<file path="src/rtl/mem_arb_pkg.sv">
// rtl/mem_arb_pkg.sv - shared types and widths for the IFU/LSU memory port arbiter
package mem_arb_pkg;

  localparam int MEM_ARB_ADDR_W = 32;
  localparam int MEM_ARB_DATA_W = 32;
  localparam int MEM_ARB_MASK_W = MEM_ARB_DATA_W / 8;

  typedef enum logic [1:0] {
    ARB_IDLE,
    ARB_REQ,
    ARB_RESP
  } arb_state_e;

  typedef enum logic {
    OWN_IFU = 1'b0,
    OWN_LSU = 1'b1
  } arb_owner_e;

endpackage

</file>
<file path="src/rtl/mem_port_arbiter_if.sv">
// rtl/mem_port_arbiter_if.sv - IFU, LSU and memory-side signals of the arbiter
interface mem_port_arbiter_if #(
  parameter int ADDR_WIDTH = 32,
  parameter int DATA_WIDTH = 32
);
  logic                    ifu_req_valid;
  logic                    ifu_req_ready;
  logic [ADDR_WIDTH-1:0]   ifu_addr;
  logic                    ifu_rsp_valid;
  logic [DATA_WIDTH-1:0]   ifu_rsp_data;

  logic                    lsu_req_valid;
  logic                    lsu_req_ready;
  logic                    lsu_wen;
  logic [ADDR_WIDTH-1:0]   lsu_addr;
  logic [DATA_WIDTH-1:0]   lsu_wdata;
  logic [DATA_WIDTH/8-1:0] lsu_wmask;
  logic                    lsu_rsp_valid;
  logic [DATA_WIDTH-1:0]   lsu_rsp_data;

  logic                    mem_req_valid;
  logic                    mem_req_ready;
  logic                    mem_wen;
  logic [ADDR_WIDTH-1:0]   mem_addr;
  logic [DATA_WIDTH-1:0]   mem_wdata;
  logic [DATA_WIDTH/8-1:0] mem_wmask;
  logic                    mem_rsp_valid;
  logic [DATA_WIDTH-1:0]   mem_rsp_data;

  logic                    proto_err;

  modport slave (
    input  ifu_req_valid, ifu_addr,
    output ifu_req_ready, ifu_rsp_valid, ifu_rsp_data,
    input  lsu_req_valid, lsu_wen, lsu_addr, lsu_wdata, lsu_wmask,
    output lsu_req_ready, lsu_rsp_valid, lsu_rsp_data,
    output mem_req_valid, mem_wen, mem_addr, mem_wdata, mem_wmask,
    input  mem_req_ready, mem_rsp_valid, mem_rsp_data,
    output proto_err
  );

  modport master (
    output ifu_req_valid, ifu_addr,
    input  ifu_req_ready, ifu_rsp_valid, ifu_rsp_data,
    output lsu_req_valid, lsu_wen, lsu_addr, lsu_wdata, lsu_wmask,
    input  lsu_req_ready, lsu_rsp_valid, lsu_rsp_data,
    input  mem_req_valid, mem_wen, mem_addr, mem_wdata, mem_wmask,
    output mem_req_ready, mem_rsp_valid, mem_rsp_data,
    input  proto_err
  );

endinterface

</file>
<file path="src/rtl/mem_arb_grant.sv">
// rtl/mem_arb_grant.sv - IFU/LSU winner select; MEM_ARB_RR_EN selects round-robin over fixed LSU priority
module mem_arb_grant
  import mem_arb_pkg::*;
(
`ifdef MEM_ARB_RR_EN
  input  logic clk,
  input  logic rst,
  input  logic accept_i,
`endif
  input  logic ifu_valid_i,
  input  logic lsu_valid_i,
  output logic grant_lsu_o
);

`ifdef MEM_ARB_RR_EN
  arb_owner_e last_grant_q;

  // On conflict the side not granted last wins; a lone requester always wins.
  always_comb begin
    grant_lsu_o = lsu_valid_i;
    if (ifu_valid_i && lsu_valid_i) begin
      grant_lsu_o = (last_grant_q == OWN_IFU);
    end
  end

  always_ff @(posedge clk or posedge rst) begin
    if (rst) begin
      last_grant_q <= OWN_IFU;
    end else if (accept_i) begin
      last_grant_q <= grant_lsu_o ? OWN_LSU : OWN_IFU;
    end
  end
`else
  assign grant_lsu_o = lsu_valid_i | ~ifu_valid_i;
`endif

endmodule

</file>
<file path="src/rtl/mem_port_arbiter.sv">
// rtl/mem_port_arbiter.sv - single-outstanding IFU/LSU memory port arbiter
// MEM_ARB_RR_EN: round-robin grant instead of fixed LSU priority.
module mem_port_arbiter
  import mem_arb_pkg::*;
#(
  parameter int ADDR_WIDTH = MEM_ARB_ADDR_W,
  parameter int DATA_WIDTH = MEM_ARB_DATA_W
) (
  input  logic              clk,
  input  logic              rst,
  mem_port_arbiter_if.slave bus
);

  arb_state_e              state_q;
  arb_owner_e              owner_q;
  logic [ADDR_WIDTH-1:0]   addr_q;
  logic [DATA_WIDTH-1:0]   wdata_q;
  logic [DATA_WIDTH/8-1:0] wmask_q;
  logic                    wen_q;
  logic                    proto_err_q;

  logic accept;
  logic grant_lsu;
  logic rsp_hit;

  // Ready is gated by rst so nothing can be accepted while reset is held.
  assign accept  = (state_q == ARB_IDLE) && !rst && (bus.ifu_req_valid || bus.lsu_req_valid);
  assign rsp_hit = (state_q == ARB_RESP) && bus.mem_rsp_valid;

  mem_arb_grant u_grant (
`ifdef MEM_ARB_RR_EN
    .clk         (clk),
    .rst         (rst),
    .accept_i    (accept),
`endif
    .ifu_valid_i (bus.ifu_req_valid),
    .lsu_valid_i (bus.lsu_req_valid),
    .grant_lsu_o (grant_lsu)
  );

  assign bus.ifu_req_ready = accept && !grant_lsu;
  assign bus.lsu_req_ready = accept && grant_lsu;

  assign bus.mem_req_valid = (state_q == ARB_REQ);
  assign bus.mem_wen       = wen_q;
  assign bus.mem_addr      = addr_q;
  assign bus.mem_wdata     = wdata_q;
  assign bus.mem_wmask     = wmask_q;

  assign bus.ifu_rsp_valid = rsp_hit && (owner_q == OWN_IFU);
  assign bus.ifu_rsp_data  = bus.mem_rsp_data;
  assign bus.lsu_rsp_valid = rsp_hit && (owner_q == OWN_LSU);
  assign bus.lsu_rsp_data  = wen_q ? '0 : bus.mem_rsp_data;
  assign bus.proto_err     = proto_err_q;

  always_ff @(posedge clk or posedge rst) begin
    if (rst) begin
      state_q     <= ARB_IDLE;
      owner_q     <= OWN_IFU;
      addr_q      <= '0;
      wdata_q     <= '0;
      wmask_q     <= '0;
      wen_q       <= 1'b0;
      proto_err_q <= 1'b0;
    end else begin
      if (bus.mem_rsp_valid && (state_q != ARB_RESP)) begin
        proto_err_q <= 1'b1;
      end
      case (state_q)
        ARB_IDLE: begin
          if (accept) begin
            owner_q <= grant_lsu ? OWN_LSU : OWN_IFU;
            addr_q  <= grant_lsu ? bus.lsu_addr : bus.ifu_addr;
            wen_q   <= grant_lsu && bus.lsu_wen;
            wdata_q <= grant_lsu ? bus.lsu_wdata : '0;
            wmask_q <= (grant_lsu && bus.lsu_wen) ? bus.lsu_wmask : '0;
            state_q <= ARB_REQ;
          end
        end
        ARB_REQ: begin
          if (bus.mem_req_ready) begin
            state_q <= ARB_RESP;
          end
        end
        ARB_RESP: begin
          if (bus.mem_rsp_valid) begin
            state_q <= ARB_IDLE;
          end
        end
        default: state_q <= ARB_IDLE;
      endcase
    end
  end

endmodule

</file>
<file path="src/flat_wrapper.sv">
// flat-port wrapper written by rule: the top's interface ports become plain ports
module mem_port_arbiter_flat import mem_arb_pkg::*;
#(
  parameter int ADDR_WIDTH = MEM_ARB_ADDR_W,
  parameter int DATA_WIDTH = MEM_ARB_DATA_W
)
  (clk, rst, bus_ifu_req_valid, bus_ifu_addr, bus_ifu_req_ready, bus_ifu_rsp_valid, bus_ifu_rsp_data, bus_lsu_req_valid, bus_lsu_wen, bus_lsu_addr, bus_lsu_wdata, bus_lsu_wmask, bus_lsu_req_ready, bus_lsu_rsp_valid, bus_lsu_rsp_data, bus_mem_req_valid, bus_mem_wen, bus_mem_addr, bus_mem_wdata, bus_mem_wmask, bus_mem_req_ready, bus_mem_rsp_valid, bus_mem_rsp_data, bus_proto_err);
  mem_port_arbiter_if #(.ADDR_WIDTH(ADDR_WIDTH), .DATA_WIDTH(DATA_WIDTH)) bus_i ();
  input  logic clk;
  input  logic rst;
  input wire logic [$bits(bus_i.ifu_req_valid)-1:0] bus_ifu_req_valid;
  input wire logic [$bits(bus_i.ifu_addr)-1:0] bus_ifu_addr;
  output wire logic [$bits(bus_i.ifu_req_ready)-1:0] bus_ifu_req_ready;
  output wire logic [$bits(bus_i.ifu_rsp_valid)-1:0] bus_ifu_rsp_valid;
  output wire logic [$bits(bus_i.ifu_rsp_data)-1:0] bus_ifu_rsp_data;
  input wire logic [$bits(bus_i.lsu_req_valid)-1:0] bus_lsu_req_valid;
  input wire logic [$bits(bus_i.lsu_wen)-1:0] bus_lsu_wen;
  input wire logic [$bits(bus_i.lsu_addr)-1:0] bus_lsu_addr;
  input wire logic [$bits(bus_i.lsu_wdata)-1:0] bus_lsu_wdata;
  input wire logic [$bits(bus_i.lsu_wmask)-1:0] bus_lsu_wmask;
  output wire logic [$bits(bus_i.lsu_req_ready)-1:0] bus_lsu_req_ready;
  output wire logic [$bits(bus_i.lsu_rsp_valid)-1:0] bus_lsu_rsp_valid;
  output wire logic [$bits(bus_i.lsu_rsp_data)-1:0] bus_lsu_rsp_data;
  output wire logic [$bits(bus_i.mem_req_valid)-1:0] bus_mem_req_valid;
  output wire logic [$bits(bus_i.mem_wen)-1:0] bus_mem_wen;
  output wire logic [$bits(bus_i.mem_addr)-1:0] bus_mem_addr;
  output wire logic [$bits(bus_i.mem_wdata)-1:0] bus_mem_wdata;
  output wire logic [$bits(bus_i.mem_wmask)-1:0] bus_mem_wmask;
  input wire logic [$bits(bus_i.mem_req_ready)-1:0] bus_mem_req_ready;
  input wire logic [$bits(bus_i.mem_rsp_valid)-1:0] bus_mem_rsp_valid;
  input wire logic [$bits(bus_i.mem_rsp_data)-1:0] bus_mem_rsp_data;
  output wire logic [$bits(bus_i.proto_err)-1:0] bus_proto_err;
  assign bus_i.ifu_req_valid = bus_ifu_req_valid;
  assign bus_i.ifu_addr = bus_ifu_addr;
  assign bus_ifu_req_ready = bus_i.ifu_req_ready;
  assign bus_ifu_rsp_valid = bus_i.ifu_rsp_valid;
  assign bus_ifu_rsp_data = bus_i.ifu_rsp_data;
  assign bus_i.lsu_req_valid = bus_lsu_req_valid;
  assign bus_i.lsu_wen = bus_lsu_wen;
  assign bus_i.lsu_addr = bus_lsu_addr;
  assign bus_i.lsu_wdata = bus_lsu_wdata;
  assign bus_i.lsu_wmask = bus_lsu_wmask;
  assign bus_lsu_req_ready = bus_i.lsu_req_ready;
  assign bus_lsu_rsp_valid = bus_i.lsu_rsp_valid;
  assign bus_lsu_rsp_data = bus_i.lsu_rsp_data;
  assign bus_mem_req_valid = bus_i.mem_req_valid;
  assign bus_mem_wen = bus_i.mem_wen;
  assign bus_mem_addr = bus_i.mem_addr;
  assign bus_mem_wdata = bus_i.mem_wdata;
  assign bus_mem_wmask = bus_i.mem_wmask;
  assign bus_i.mem_req_ready = bus_mem_req_ready;
  assign bus_i.mem_rsp_valid = bus_mem_rsp_valid;
  assign bus_i.mem_rsp_data = bus_mem_rsp_data;
  assign bus_proto_err = bus_i.proto_err;
  mem_port_arbiter #(.ADDR_WIDTH(ADDR_WIDTH), .DATA_WIDTH(DATA_WIDTH)) u_core (.clk(clk), .rst(rst), .bus(bus_i));
endmodule
</file>
<file path="config.mk">
export PLATFORM = sky130hd
export DESIGN_NAME = mem_port_arbiter_flat
export DESIGN_NICKNAME = d
export VERILOG_FILES = /design/src/rtl/mem_arb_pkg.sv /design/src/rtl/mem_port_arbiter_if.sv /design/src/rtl/mem_arb_grant.sv /design/src/rtl/mem_port_arbiter.sv /design/src/flat_wrapper.sv
export SDC_FILE = /design/constraint.sdc
export NUM_CORES = 1
export LEC_CHECK = 0
export BUFFER_PORTS_ARGS = -buffer_cell sky130_fd_sc_hd__buf_2
export CAP_MARGIN = 20
export CORE_AREA = 2 2 108 110
export DETAILED_ROUTE_END_ITERATION = 10
export DIE_AREA = 0 0 110 112
export PLACE_DENSITY = 0.72
export SLEW_MARGIN = 20
export SYNTH_ARGS = -nofsm -noshare
export SYNTH_HDL_FRONTEND = slang
export SYNTH_HIERARCHICAL = 1
export SYNTH_SLANG_ARGS = --single-unit
</file>
<file path="constraint.sdc">
create_clock -name clk -period 3 [get_ports clk]
set_input_delay 0.45 -clock clk [delete_from_list [all_inputs] [get_ports clk]]
set_output_delay 0.45 -clock clk [all_outputs]
set_load 0.01 [all_outputs]
</file>
=== Word-level counts from Yosys, hierarchy flattened ===
Index checks and enable logic that the tools add are counted.

* RAM bits: 0
* Output and inout bits: 139
* Bits in read-only memories: 0
* Logic and storage cells: 40
* Bits in latches: 0
* Register bits after elaboration: 73
* Memories: 0

* Shifts and indexed selects: 0
* $mul: 0
* Muxes and demuxes: 9
* Eq/ne operators: 6
* Reductions and logical operators: 15
* Add/subtract/negate cells: 0
* Div/mod/pow operators: 0
* Bitwise logic cells: 3
* Order comparisons: 0

{| class="wikitable"
|+ Operator list
! cell !! count
|-
| 2-to-1 mux 32 bit || 3
|-
| logical AND 1 bit || 9
|-
| 2-to-1 mux 2 bit || 3
|-
| one-hot mux 2 bit (3 select lines) || 1
|-
| 2-to-1 mux 4 bit || 1
|-
| inequality test 2 x 1 -> 1 bit (second input constant) || 2
|-
| inequality test 2 bit (second input constant) || 2
|-
| AND reduction 3 bit || 1
|-
| equality test 2 x 1 -> 1 bit (second input constant) || 1
|-
| equality test 2 bit (second input constant) || 1
|-
| logical NOT 1 bit || 2
|-
| logical NOT 2 bit || 1
|-
| inverter 1 bit || 2
|-
| AND reduction 2 bit || 1
|-
| logical OR 1 bit || 1
|-
| 2-to-1 mux 1 bit || 1
|-
| bitwise OR 1 bit || 1
|}

=== Logic depth before layout (Yosys ltp) ===
Gate-level depths: netlist of run 1.

* Word-level depth: 5
* Gate-level depth with buffers: 6
* Depth with buffers taken out: 3

=== By module ===
The synthesis of run 1 kept the hierarchy.

{| class="wikitable"
|+ By module, submodules not included
! module !! times used !! cells each !! area each (µm²)
|-
| mem_port_arbiter || 1 || 342 || 4045.1
|-
| mem_arb_grant || 1 || 1 || 6.3
|}

=== Least setup slack after synthesis of run 1 ===
Ideal clock, no wire load.

* Path type: in2out
* Start point: input rst
* End point: output bus_ifu_req_ready
* Data arrival time: 1.250 ns
* Buffers on the path: 2
* Path slack: 1.300 ns
* Stages on the path: 4
* Cells stage by stage: nor4_2 -> buf_6 -> buf_12 -> nor2b_1

* Cells in the longest elaborated chain, start to end: 4

{| class="wikitable"
|+ Ends and longest elaborated chain
! what !! RTL line !! text
|-
| start, declared || flat_wrapper.sv:10 || <nowiki>input logic rst;</nowiki>
|-
| logical NOT 1 bit || mem_port_arbiter.sv:27 || <nowiki>assign accept = (state_q == ARB_IDLE) && !rst && (bus.ifu_req_valid || bus.lsu_req_valid);</nowiki>
|-
| logical AND 1 bit (2 in series) || mem_port_arbiter.sv:27 ||
|-
| logical AND 1 bit || mem_port_arbiter.sv:41 || <nowiki>assign bus.ifu_req_ready = accept && !grant_lsu;</nowiki>
|-
| end, declared || flat_wrapper.sv:13 || <nowiki>output wire logic [$bits(bus_i.ifu_req_ready)-1:0] bus_ifu_req_ready;</nowiki>
|}

No other way between the ends.

=== Worst setup path after layout of run 1 ===
* Start point: register u_core.state_q[1]
* End point: output bus_lsu_req_ready

* Cells in the longest elaborated chain, start to end: 4

{| class="wikitable"
|+ Ends and longest elaborated chain
! what !! RTL line !! text
|-
| start, declared || mem_port_arbiter.sv:14 || <nowiki>arb_state_e state_q;</nowiki>
|-
| start signal, assigned || mem_port_arbiter.sv:58 || <nowiki>state_q <= ARB_IDLE;</nowiki>
|-
| start signal, assigned || mem_port_arbiter.sv:77 || <nowiki>state_q <= ARB_REQ;</nowiki>
|-
| start signal, assigned || mem_port_arbiter.sv:82 || <nowiki>state_q <= ARB_RESP;</nowiki>
|-
| logical NOT 2 bit || mem_port_arbiter.sv:27 ||
|-
| logical AND 1 bit (2 in series) || mem_port_arbiter.sv:27 ||
|-
| logical AND 1 bit || mem_port_arbiter.sv:42 || <nowiki>assign bus.lsu_req_ready = accept && grant_lsu;</nowiki>
|-
| end, declared || flat_wrapper.sv:21 || <nowiki>output wire logic [$bits(bus_i.lsu_req_ready)-1:0] bus_lsu_req_ready;</nowiki>
|}

No other way between the ends.

==> results of run 1 <==
worst min path at each step:
stage          slack (ns)  cells after the start                 endpoint            startpoint
2_1_floorplan        0.49                      1     u_core/bus.proto_err  u_core/bus.proto_err
3_3_place_gp         0.44                      1     u_core/bus.proto_err  u_core/bus.proto_err
3_5_place_dp         0.44                      1     u_core/bus.proto_err  u_core/bus.proto_err
4_1_cts              0.23                      2   u_core/bus.mem_addr[5]                   rst
5_1_grt              0.27                      2  u_core/bus.mem_wmask[1]                   rst
6_report             0.22                      2  u_core/bus.mem_wmask[0]                   rst
placed cells by master (no fill, tap or decap), drive strengths merged, types with 2 or more instances in the layout:
cell type  netlist  final
mux2i           33     33
nand2           34     34
nor2b           34     34
inv             35     35
clkinv           0      5
nand2b           2      2
dfrtp           73     73
buf             48    284
clkbuf           3     10
a21o             2      2
mux2            69     69
and3             4      4
registers in the layout, indices dropped and copies added (netlist names):
register and cells:
u_core/bus.mem_wdata 32, u_core/bus.mem_wen 1, u_core/bus.mem_wmask 4, u_core/owner_q 1, u_core/bus.proto_err 1, u_core/state_q 2, u_core/bus.mem_addr 32
power groups by stage:
stage	Sequential (uW)	Combinational (uW)	Clock, uW
6_report	1790	2070	1080
5_1_grt	1850	2250	1180
4_1_cts	1790	2090	1120
3_5_place_dp	1790	2090	0
3_3_place_gp	1780	2040	0
2_1_floorplan	1940	1120	0
cell usage after synthesis:
cell type / instances
sky130_fd_sc_hd__nand2b_1: 2
sky130_fd_sc_hd__o21ai_0: 1
sky130_fd_sc_hd__mux2i_1: 33
sky130_fd_sc_hd__nor2_1: 1
sky130_fd_sc_hd__and3_1: 4
sky130_fd_sc_hd__clkbuf_1: 3
sky130_fd_sc_hd__and2_1: 1
sky130_fd_sc_hd__mux2_2: 35
sky130_fd_sc_hd__nor3b_1: 1
sky130_fd_sc_hd__buf_12: 4
sky130_fd_sc_hd__dfrtp_1: 73
sky130_fd_sc_hd__nor4_2: 1
sky130_fd_sc_hd__mux2_4: 33
sky130_fd_sc_hd__a21o_1: 2
sky130_fd_sc_hd__inv_1: 35
sky130_fd_sc_hd__buf_2: 5
sky130_fd_sc_hd__buf_6: 4
sky130_fd_sc_hd__nand2_1: 34
sky130_fd_sc_hd__buf_4: 35
sky130_fd_sc_hd__mux2_1: 1
sky130_fd_sc_hd__and4b_1: 1
sky130_fd_sc_hd__nor2b_1: 34
layout make-up:
cell class | instances | area, sq um
inverters | 35 | 136
repair buffers | 284 | 1450
clock inverters | 6 | 66.3
flip-flops and latches | 73 | 1830
multi-input cells | 184 | 1680
clock buffers | 10 | 239
well taps | 143 | 179
fillers | 1017 | 5600
layer usage:
layer	wire length [um]	share of wire, %	vias to the layer above
met3	773	7.3	14
met2	5060	48	126
li1	-	-	1562
met1	4610	43	1537
met5	0	0	-
met4	189	1.8	0
cells by family after synthesis:
kind of cell | share of synthesized area, %
DFF | 45.1
AOI/OAI and AO/OA | 0.494
and+or+nand+nor | 10.3
buffers and inverters | 13.7
muxes | 30.4
per-stage QoR:
stage          cells  total power, uW
6_report         735             4940
5_1_grt          735             5280
4_1_cts          735             5010
3_5_place_dp     719             3880
3_3_place_gp     719             3820
2_1_floorplan    343             3060
==> impl_results.html, run 1 <==
<table>
<tr><th>Metric</th><th>Value</th></tr>
<tr><th colspan="2">Final layout</th></tr>
<tr><td>Share of layout cells above drive strength 1</td><td>62.7%</td></tr>
<tr><td>Utilization of the core after routing</td><td>49.9%</td></tr>
<tr><td>Synthesis-to-layout area growth</td><td>37.7%</td></tr>
<tr><td>Layout net count</td><td>about 730</td></tr>
<tr><td>Cell area after layout</td><td>5580 sq um</td></tr>
<tr><td>Antenna diode instance count</td><td>0</td></tr>
<tr><th colspan="2">Setup path</th></tr>
<tr><td>Source of the worst register-to-register timing path</td><td>u_core/state_q[1]</td></tr>
<tr><td>Worst setup path endpoint</td><td>bus_lsu_req_ready</td></tr>
<tr><td>Required time of the critical path</td><td>around 2.6 ns</td></tr>
<tr><td>Critical Path Start Type</td><td>flop</td></tr>
<tr><td>Number of stages on the worst setup path</td><td>4</td></tr>
<tr><td>Crit path from</td><td>u_core/state_q[1]</td></tr>
<tr><td>Largest delay share family, worst path</td><td>simple AND/OR/NAND/NOR gates</td></tr>
<tr><td>Largest incremental delay on the critical path</td><td>about 0.46 ns</td></tr>
<tr><td>Reg-to-reg endpoint</td><td>u_core/bus.mem_addr[2]</td></tr>
<tr><td>Slowest-stage cell, CP</td><td>sky130_fd_sc_hd__dfrtp_1</td></tr>
<tr><td>Kind of end point of the critical path</td><td>output pin</td></tr>
<tr><td>Crit path arrival time</td><td>1.73 ns</td></tr>
<tr><td>Critical-path cell list</td><td>nor4_4 -&gt; buf_4 -&gt; and2_1 -&gt; buf_2</td></tr>
<tr><td>Worst path buffer plus inverter count</td><td>2</td></tr>
<tr><td>Worst setup path class</td><td>flop to output pin</td></tr>
<tr><td>Minimum setup slack among reg-to-reg paths</td><td>1.12 ns</td></tr>
<tr><td>Worst-path maximum fanout</td><td>11</td></tr>
<tr><td>R2R depth</td><td>4</td></tr>
<tr><th colspan="2">Logic synthesis</th></tr>
<tr><td>Total of flip-flops plus latches after synthesis</td><td>73</td></tr>
<tr><td>Synth area leaders</td><td>sky130_fd_sc_hd__dfrtp_1 (45%), sky130_fd_sc_hd__mux2_4 (12%), sky130_fd_sc_hd__mux2_2 (9.7%), sky130_fd_sc_hd__mux2i_1 (8.2%), sky130_fd_sc_hd__buf_4 (6.5%)</td></tr>
<tr><td>Post-synth net total</td><td>482</td></tr>
<tr><td>Leading area contributor after synthesis</td><td>sky130_fd_sc_hd__dfrtp_1</td></tr>
<tr><td>Number of distinct library cell variants in the gate-level netlist after synthesis</td><td>22</td></tr>
<tr><td>Mapped Cells</td><td>343</td></tr>
<tr><td>Post-synth top area share</td><td>a little under half</td></tr>
<tr><td>Proportion of synthesized chip area in sequential cells</td><td>about 45%</td></tr>
<tr><td>Cell area after technology mapping</td><td>4050 sq um</td></tr>
<tr><td>Count of yosys warnings during synthesis</td><td>6</td></tr>
<tr><td>Mean instance size in the synthesized netlist</td><td>between 10 and 15 sq um</td></tr>
<tr><th colspan="2">Clock network</th></tr>
<tr><td>Post-cts sizing count</td><td>0</td></tr>
<tr><td>Clock tree buffer depth</td><td>2</td></tr>
<tr><td>Num CTS Buffers</td><td>9</td></tr>
<tr><td>Number of H-tree levels</td><td>3</td></tr>
<tr><td>Post CTS Setup Buffer Count</td><td>0</td></tr>
<tr><td>Clock latency of the later-clocked register in the worst-skew pair</td><td>~0.33 ns</td></tr>
<tr><td>Clock tree from TritonCTS</td><td>yes</td></tr>
<tr><td>Cell at the root of the clock tree</td><td>sky130_fd_sc_hd__clkbuf_16</td></tr>
<tr><td>Clock-pin slew of the registers on the worst-case setup and hold paths</td><td>0.06 ns</td></tr>
<tr><td>Hold buffer count at cts</td><td>0</td></tr>
<tr><td>Number of clock sinks seen by CTS</td><td>73</td></tr>
<tr><th colspan="2">Floorplanning</th></tr>
<tr><td>I/O pin count</td><td>~280</td></tr>
<tr><td>Die outline height</td><td>112 um</td></tr>
<tr><td>Die area</td><td>12,300 sq um</td></tr>
<tr><td>Floorplan Core Area</td><td>11,200 sq um</td></tr>
<tr><td>Number of core rows</td><td>39</td></tr>
<tr><td>Effective utilization at floorplan</td><td>36.3%</td></tr>
<tr><td>Width of the die</td><td>110 um</td></tr>
<tr><th colspan="2">Route</th></tr>
<tr><td>Detailed-routing iteration count for the pre-antenna-repair pass</td><td>4</td></tr>
<tr><td>Routed via count</td><td>3,239</td></tr>
<tr><td>Post-detailed-routing wire length</td><td>between 10,000 and 15,000 um</td></tr>
<tr><td>Count of antenna-violating nets left after detailed routing</td><td>0</td></tr>
<tr><td>DR iter-0 viols</td><td>136</td></tr>
<tr><td>Remaining routing DRC violations</td><td>0</td></tr>
<tr><td>Via-per-instance ratio</td><td>between 4 and 5</td></tr>
<tr><td>Post-detailed-route wirelength per cell</td><td>14.5 um</td></tr>
<tr><th colspan="2">Placed design</th></tr>
<tr><td>Post-place setup slack</td><td>between 1 and 1.5 ns</td></tr>
<tr><td>Input/output buffers</td><td>between 200 and 300</td></tr>
<tr><td>Routability congestion estimate from global placement</td><td>0.789</td></tr>
<tr><td>Placed Area</td><td>5270 sq um</td></tr>
<tr><td>DP Wirelength</td><td>8110 um</td></tr>
<tr><th colspan="2">Timing</th></tr>
<tr><td>Largest clock skew in the final design</td><td>0.00519 ns</td></tr>
<tr><td>Max frequency</td><td>458 MHz</td></tr>
<tr><td>Slew Limit Fails</td><td>0</td></tr>
<tr><td>Min cycle time layout</td><td>2.18 ns</td></tr>
<tr><td>Hold Slack</td><td>0.219 ns</td></tr>
<tr><td>Final worst setup slack</td><td>between 0.8 and 0.9 ns</td></tr>
<tr><td>Count of final setup violators</td><td>0</td></tr>
<tr><td>Final-report hold violation count</td><td>0</td></tr>
<tr><td>Slew at the pin closest to its max-slew limit</td><td>0.990 ns</td></tr>
<tr><td>Aggregate negative setup slack</td><td>0 ns</td></tr>
<tr><td>Slew margin rel.</td><td>34.0%</td></tr>
<tr><td>Crit share post-route</td><td>72.7%</td></tr>
<tr><td>RSZ-0062 raised after global routing</td><td>no</td></tr>
<tr><th colspan="2">GRT</th></tr>
<tr><td>Highest-utilization routing layer at the global route stage</td><td>met2</td></tr>
<tr><td>Met3 usage</td><td>3.86%</td></tr>
<tr><td>Met2 Track Usage GR</td><td>25.8%</td></tr>
<tr><td>Largest net degree at the start of global routing</td><td>66</td></tr>
<tr><td>Overall overflow remaining after global route</td><td>0</td></tr>
<tr><td>Number of global-route vias before repair</td><td>3,216</td></tr>
<tr><td>Global-route wire length before repair</td><td>approximately 16,000 um</td></tr>
<tr><td>Grt met1 use</td><td>23.1%</td></tr>
<tr><td>Initial antenna violation count</td><td>0</td></tr>
<tr><td>All-layer global routing usage</td><td>about 17%</td></tr>
<tr><th colspan="2">Pwr</th></tr>
<tr><td>Share of power burned in the clock network</td><td>22.0%</td></tr>
<tr><td>Leak pwr</td><td>about 0.0031 uW</td></tr>
<tr><td>Maximum VDD drop</td><td>0.526 mV</td></tr>
<tr><td>Switching Fraction</td><td>35.0%</td></tr>
<tr><td>Net switching component of the power</td><td>1730 uW</td></tr>
<tr><td>Cell Pwr Density</td><td>approximately 900 nW/um^2</td></tr>
<tr><td>Pint</td><td>3210 uW</td></tr>
<tr><td>Power share of the sequential group</td><td>36.2%</td></tr>
<tr><td>Fraction of power consumed by combinational cells</td><td>41.9%</td></tr>
<tr><th colspan="2">Job</th></tr>
<tr><td>Number of violations of the max-capacitance limit</td><td>0</td></tr>
<tr><th colspan="2">Worst hold path</th></tr>
<tr><td>HP Class</td><td>primary input to async pin</td></tr>
<tr><th colspan="2">Outcome</th></tr>
<tr><td>Outcome</td><td>finished, final reports clean</td></tr>
</table>
Note: power is estimated with default switching activity, not from simulation.
==> run 2, diff against run 1 <==
==> constraint.sdc (replaced) <==
create_clock -name clk -period 2.07 [get_ports clk]
set_input_delay 0.3105 -clock clk [delete_from_list [all_inputs] [get_ports clk]]
set_output_delay 0.3105 -clock clk [all_outputs]
set_load 0.01 [all_outputs]
==> run 2 against run 1 <==
Combinational power up 52%. Critical endpoint unchanged. Worst hold slack lost 0.079 ns. Largest power group unchanged. First-iteration DRC count shrank 3.7%. Largest cell class unchanged. Clock power grew 37%. Via count decreased by 0.31%. Worst setup slack worse by 0.71 ns. Core utilization grew 0.52 points.
==> impl_results.html, run 2 (synthesized netlist as in run 1, its figures left out) <==
<table>
<tr><th>Metric</th><th>Value</th></tr>
<tr><th colspan="2">Setup path</th></tr>
<tr><td>Crit path arrival time</td><td>1.66 ns (was 1.73 ns)</td></tr>
<tr><td>Source of the worst register-to-register timing path</td><td>u_core/state_q[1] (unchanged)</td></tr>
<tr><td>Kind of end point of the critical path</td><td>output pin (unchanged)</td></tr>
<tr><td>R2R depth</td><td>4 (unchanged)</td></tr>
<tr><td>Critical Path Start Type</td><td>flop (unchanged)</td></tr>
<tr><td>Required time of the critical path</td><td>1.76 ns (was 2.55 ns)</td></tr>
<tr><td>Worst-path maximum fanout</td><td>5 (was 11)</td></tr>
<tr><td>Worst setup path endpoint</td><td>bus_lsu_req_ready (unchanged)</td></tr>
<tr><td>Minimum setup slack among reg-to-reg paths</td><td>0.33 ns (was 1.12 ns)</td></tr>
<tr><td>Reg-to-reg endpoint</td><td>u_core/bus.mem_addr[30] (was u_core/bus.mem_addr[2])</td></tr>
<tr><td>Worst setup path class</td><td>flop to output pin (unchanged)</td></tr>
<tr><td>Crit path from</td><td>u_core/state_q[1] (unchanged)</td></tr>
<tr><th colspan="2">Route</th></tr>
<tr><td>Remaining routing DRC violations</td><td>0 (unchanged)</td></tr>
<tr><td>Via-per-instance ratio</td><td>4.36 (was 4.41)</td></tr>
<tr><td>Detailed-routing iteration count for the pre-antenna-repair pass</td><td>4 (unchanged)</td></tr>
<tr><td>Post-detailed-route wirelength per cell</td><td>13.9 um (was 14.5 um)</td></tr>
<tr><td>Count of antenna-violating nets left after detailed routing</td><td>0 (unchanged)</td></tr>
<tr><td>Routed via count</td><td>3,229 (was 3,239)</td></tr>
<tr><td>Post-detailed-routing wire length</td><td>10,300 um (was 10,600 um)</td></tr>
<tr><td>DR iter-0 viols</td><td>131 (was 136)</td></tr>
<tr><th colspan="2">Floorplanning</th></tr>
<tr><td>Effective utilization at floorplan</td><td>36.3% (unchanged)</td></tr>
<tr><td>Die area</td><td>12,300 sq um (unchanged)</td></tr>
<tr><td>Die outline height</td><td>112 um (unchanged)</td></tr>
<tr><td>Floorplan Core Area</td><td>11,200 sq um (unchanged)</td></tr>
<tr><td>Number of core rows</td><td>39 (unchanged)</td></tr>
<tr><td>Width of the die</td><td>110 um (unchanged)</td></tr>
<tr><td>I/O pin count</td><td>278 (unchanged)</td></tr>
<tr><th colspan="2">Final layout</th></tr>
<tr><td>Fillers</td><td>1,042 (was 1,017)</td></tr>
<tr><td>Most frequent standard cell in the layout excluding fill and tap cells</td><td>sky130_fd_sc_hd__buf_2 (unchanged)</td></tr>
<tr><td>Layout net count</td><td>733 (was 726)</td></tr>
<tr><td>Share of layout cells above drive strength 1</td><td>62.9% (was 62.7%)</td></tr>
<tr><td>Most frequent cells in the layout</td><td>sky130_fd_sc_hd__buf_2 (277), sky130_fd_sc_hd__dfrtp_1 (73), sky130_fd_sc_hd__mux2_2 (35) (unchanged)</td></tr>
<tr><td>Antenna diode instance count</td><td>0 (unchanged)</td></tr>
<tr><td>Cell area after layout</td><td>5640 sq um (was 5580 sq um)</td></tr>
<tr><td>Synthesis-to-layout area growth</td><td>39.1% (was 37.7%)</td></tr>
<tr><td>Utilization of the core after routing</td><td>50.4% (was 49.9%)</td></tr>
<tr><th colspan="2">Clock network</th></tr>
<tr><td>Post-cts sizing count</td><td>0 (unchanged)</td></tr>
<tr><td>Num CTS Buffers</td><td>9 (unchanged)</td></tr>
<tr><td>Clock tree from TritonCTS</td><td>yes (unchanged)</td></tr>
<tr><td>Clock-pin slew of the registers on the worst-case setup and hold paths</td><td>0.06 ns (about the same)</td></tr>
<tr><td>Clock latency of the later-clocked register in the worst-skew pair</td><td>0.32 ns (was 0.33 ns)</td></tr>
<tr><td>Number of clock sinks seen by CTS</td><td>73 (unchanged)</td></tr>
<tr><td>Number of H-tree levels</td><td>3 (unchanged)</td></tr>
<tr><td>Clock tree buffer depth</td><td>2 (unchanged)</td></tr>
<tr><td>Hold buffer count at cts</td><td>0 (unchanged)</td></tr>
<tr><td>Cell at the root of the clock tree</td><td>sky130_fd_sc_hd__clkbuf_16 (unchanged)</td></tr>
<tr><th colspan="2">Timing</th></tr>
<tr><td>Final-report hold violation count</td><td>0 (unchanged)</td></tr>
<tr><td>Largest clock skew in the final design</td><td>0.00562 ns (was 0.00519 ns)</td></tr>
<tr><td>RSZ-0062 raised after global routing</td><td>no (unchanged)</td></tr>
<tr><td>Slew at the pin closest to its max-slew limit</td><td>0.701 ns (was 0.990 ns)</td></tr>
<tr><td>Slew margin rel.</td><td>53.2% (was 34.0%)</td></tr>
<tr><td>Max frequency</td><td>509 MHz</td></tr>
<tr><td>Crit share post-route</td><td>95.0%</td></tr>
<tr><td>Min cycle time layout</td><td>1.97 ns</td></tr>
<tr><td>Slew Limit Fails</td><td>0 (unchanged)</td></tr>
<tr><td>Count of final setup violators</td><td>0 (unchanged)</td></tr>
<tr><td>Aggregate negative setup slack</td><td>0 ns (unchanged)</td></tr>
<tr><th colspan="2">Pwr</th></tr>
<tr><td>Maximum VDD drop</td><td>0.550 mV (was 0.526 mV)</td></tr>
<tr><td>Leak pwr</td><td>0.00312 uW (was 0.00309 uW)</td></tr>
<tr><td>Cell Pwr Density</td><td>1260 nW/um^2 (was 885 nW/um^2)</td></tr>
<tr><th colspan="2">GRT</th></tr>
<tr><td>Initial antenna violation count</td><td>1 (was 0)</td></tr>
<tr><td>Number of global-route vias before repair</td><td>3,079 (was 3,216)</td></tr>
<tr><td>All-layer global routing usage</td><td>16.1% (was 17.1%)</td></tr>
<tr><td>Largest net degree at the start of global routing</td><td>44 (was 66)</td></tr>
<tr><td>Global-route wire length before repair</td><td>15,500 um (was 16,200 um)</td></tr>
<tr><td>Overall overflow remaining after global route</td><td>0 (unchanged)</td></tr>
<tr><th colspan="2">Worst hold path</th></tr>
<tr><td>HP Class</td><td>primary input to async pin (unchanged)</td></tr>
<tr><th colspan="2">Outcome</th></tr>
<tr><td>Outcome</td><td>finished, final reports clean (unchanged)</td></tr>
<tr><th colspan="2">Placed design</th></tr>
<tr><td>Input/output buffers</td><td>277 (unchanged)</td></tr>
<tr><td>Routability congestion estimate from global placement</td><td>0.804 (was 0.789)</td></tr>
<tr><td>Placed Area</td><td>5330 sq um (was 5270 sq um)</td></tr>
<tr><td>DP Wirelength</td><td>8000 um (was 8110 um)</td></tr>
<tr><th colspan="2">Job</th></tr>
<tr><td>Number of violations of the max-capacitance limit</td><td>0 (unchanged)</td></tr>
</table>
==> run 2: changes by cell type in the layout (fill, tap and decap cells not counted) <==
| cell | before | now |
|---|---|---|
| sky130_fd_sc_hd__clkinv_4 | 3 | 2 |
| sky130_fd_sc_hd__buf_12 | 1 | 3 |
| sky130_fd_sc_hd__clkbuf_1 | 0 | 1 |
| sky130_fd_sc_hd__inv_6 | 1 | 0 |
| sky130_fd_sc_hd__buf_4 | 6 | 11 |
| sky130_fd_sc_hd__clkbuf_8 | 1 | 0 |
| sky130_fd_sc_hd__clkinvlp_4 | 0 | 1 |
==> run 2: per-layer routing <==
metal  vias up  part of all wire, %  GRT usage (%)  routed length, um
met4         2                  1.0           4.14                106
li1       1574                    -              -                  -
met3        11                  8.5           5.09                872
met2       130                   46           24.0               4720
met5         -                 0.13              0                 13
met1      1512                   45           22.5               4580
==> run 2: where the power goes <==
| group | switching, uW | total [uW] | internal [uW] | leakage [uW] |
|---|---|---|---|---|
| combinational | 1520 | 3140 | 1620 | 0.00210 |
| sequential | 382 | 2500 | 2120 | 0.000877 |
| clock | 558 | 1480 | 926 | 0.000142 |
==> run 2: metrics by stage <==
step | power [uW] | std cells | hold WS (ns) | setup WS, ns
finish | 7120 | 741 | 0.140 | 0.104
floorplan | 4440 | 343 | 0.419 | 0.522
CTS | 7200 | 739 | 0.156 | 0.0613
global route | 7610 | 741 | 0.174 | 0.00428
detailed placement | 5650 | 723 | 0.445 | 0.352
global placement | 5560 | 723 | 0.438 | 0.389
==> run 2: area by class of cell <==
type / instances / area, sq um / area share, %
Sequential cell: 73 / 1830 / 32.4
Multi-Input combinational cell: 184 / 1680 / 29.8
Clock buffer: 10 / 229 / 4.06
Tap cell: 143 / 179 / 3.17
Inverter: 35 / 135 / 2.40
Clock inverter: 5 / 57.6 / 1.02
Timing Repair Buffer: 291 / 1530 / 27.1
==> run 2: worst max-delay path: stages, from the launching register on <==
cell and delay, ns:
sky130_fd_sc_hd__dfrtp_1 0.43, sky130_fd_sc_hd__nor4_4 0.40, sky130_fd_sc_hd__buf_4 0.21, sky130_fd_sc_hd__and2_1 0.15, sky130_fd_sc_hd__buf_2 0.14
==> run 2: worst min-delay path by stage <==
stage                          from              endpoint  slack [ns]  depth (start not counted)
3_3_place_gp   u_core/bus.proto_err  u_core/bus.proto_err        0.44                          1
3_5_place_dp   u_core/bus.proto_err  u_core/bus.proto_err        0.45                          1
5_1_grt                         rst     u_core/state_q[0]        0.17                          2
6_report                        rst     u_core/state_q[0]        0.14                          2
4_1_cts                         rst     u_core/state_q[0]        0.16                          2
2_1_floorplan     bus_mem_rsp_valid     u_core/state_q[1]        0.42                          1
==> run 2: repair_timing <==
action | in CTS | in global routing
pin swaps | 1 | 1
endpoints found under the setup margin | 1 | 1
buffers inserted | 1 | 2
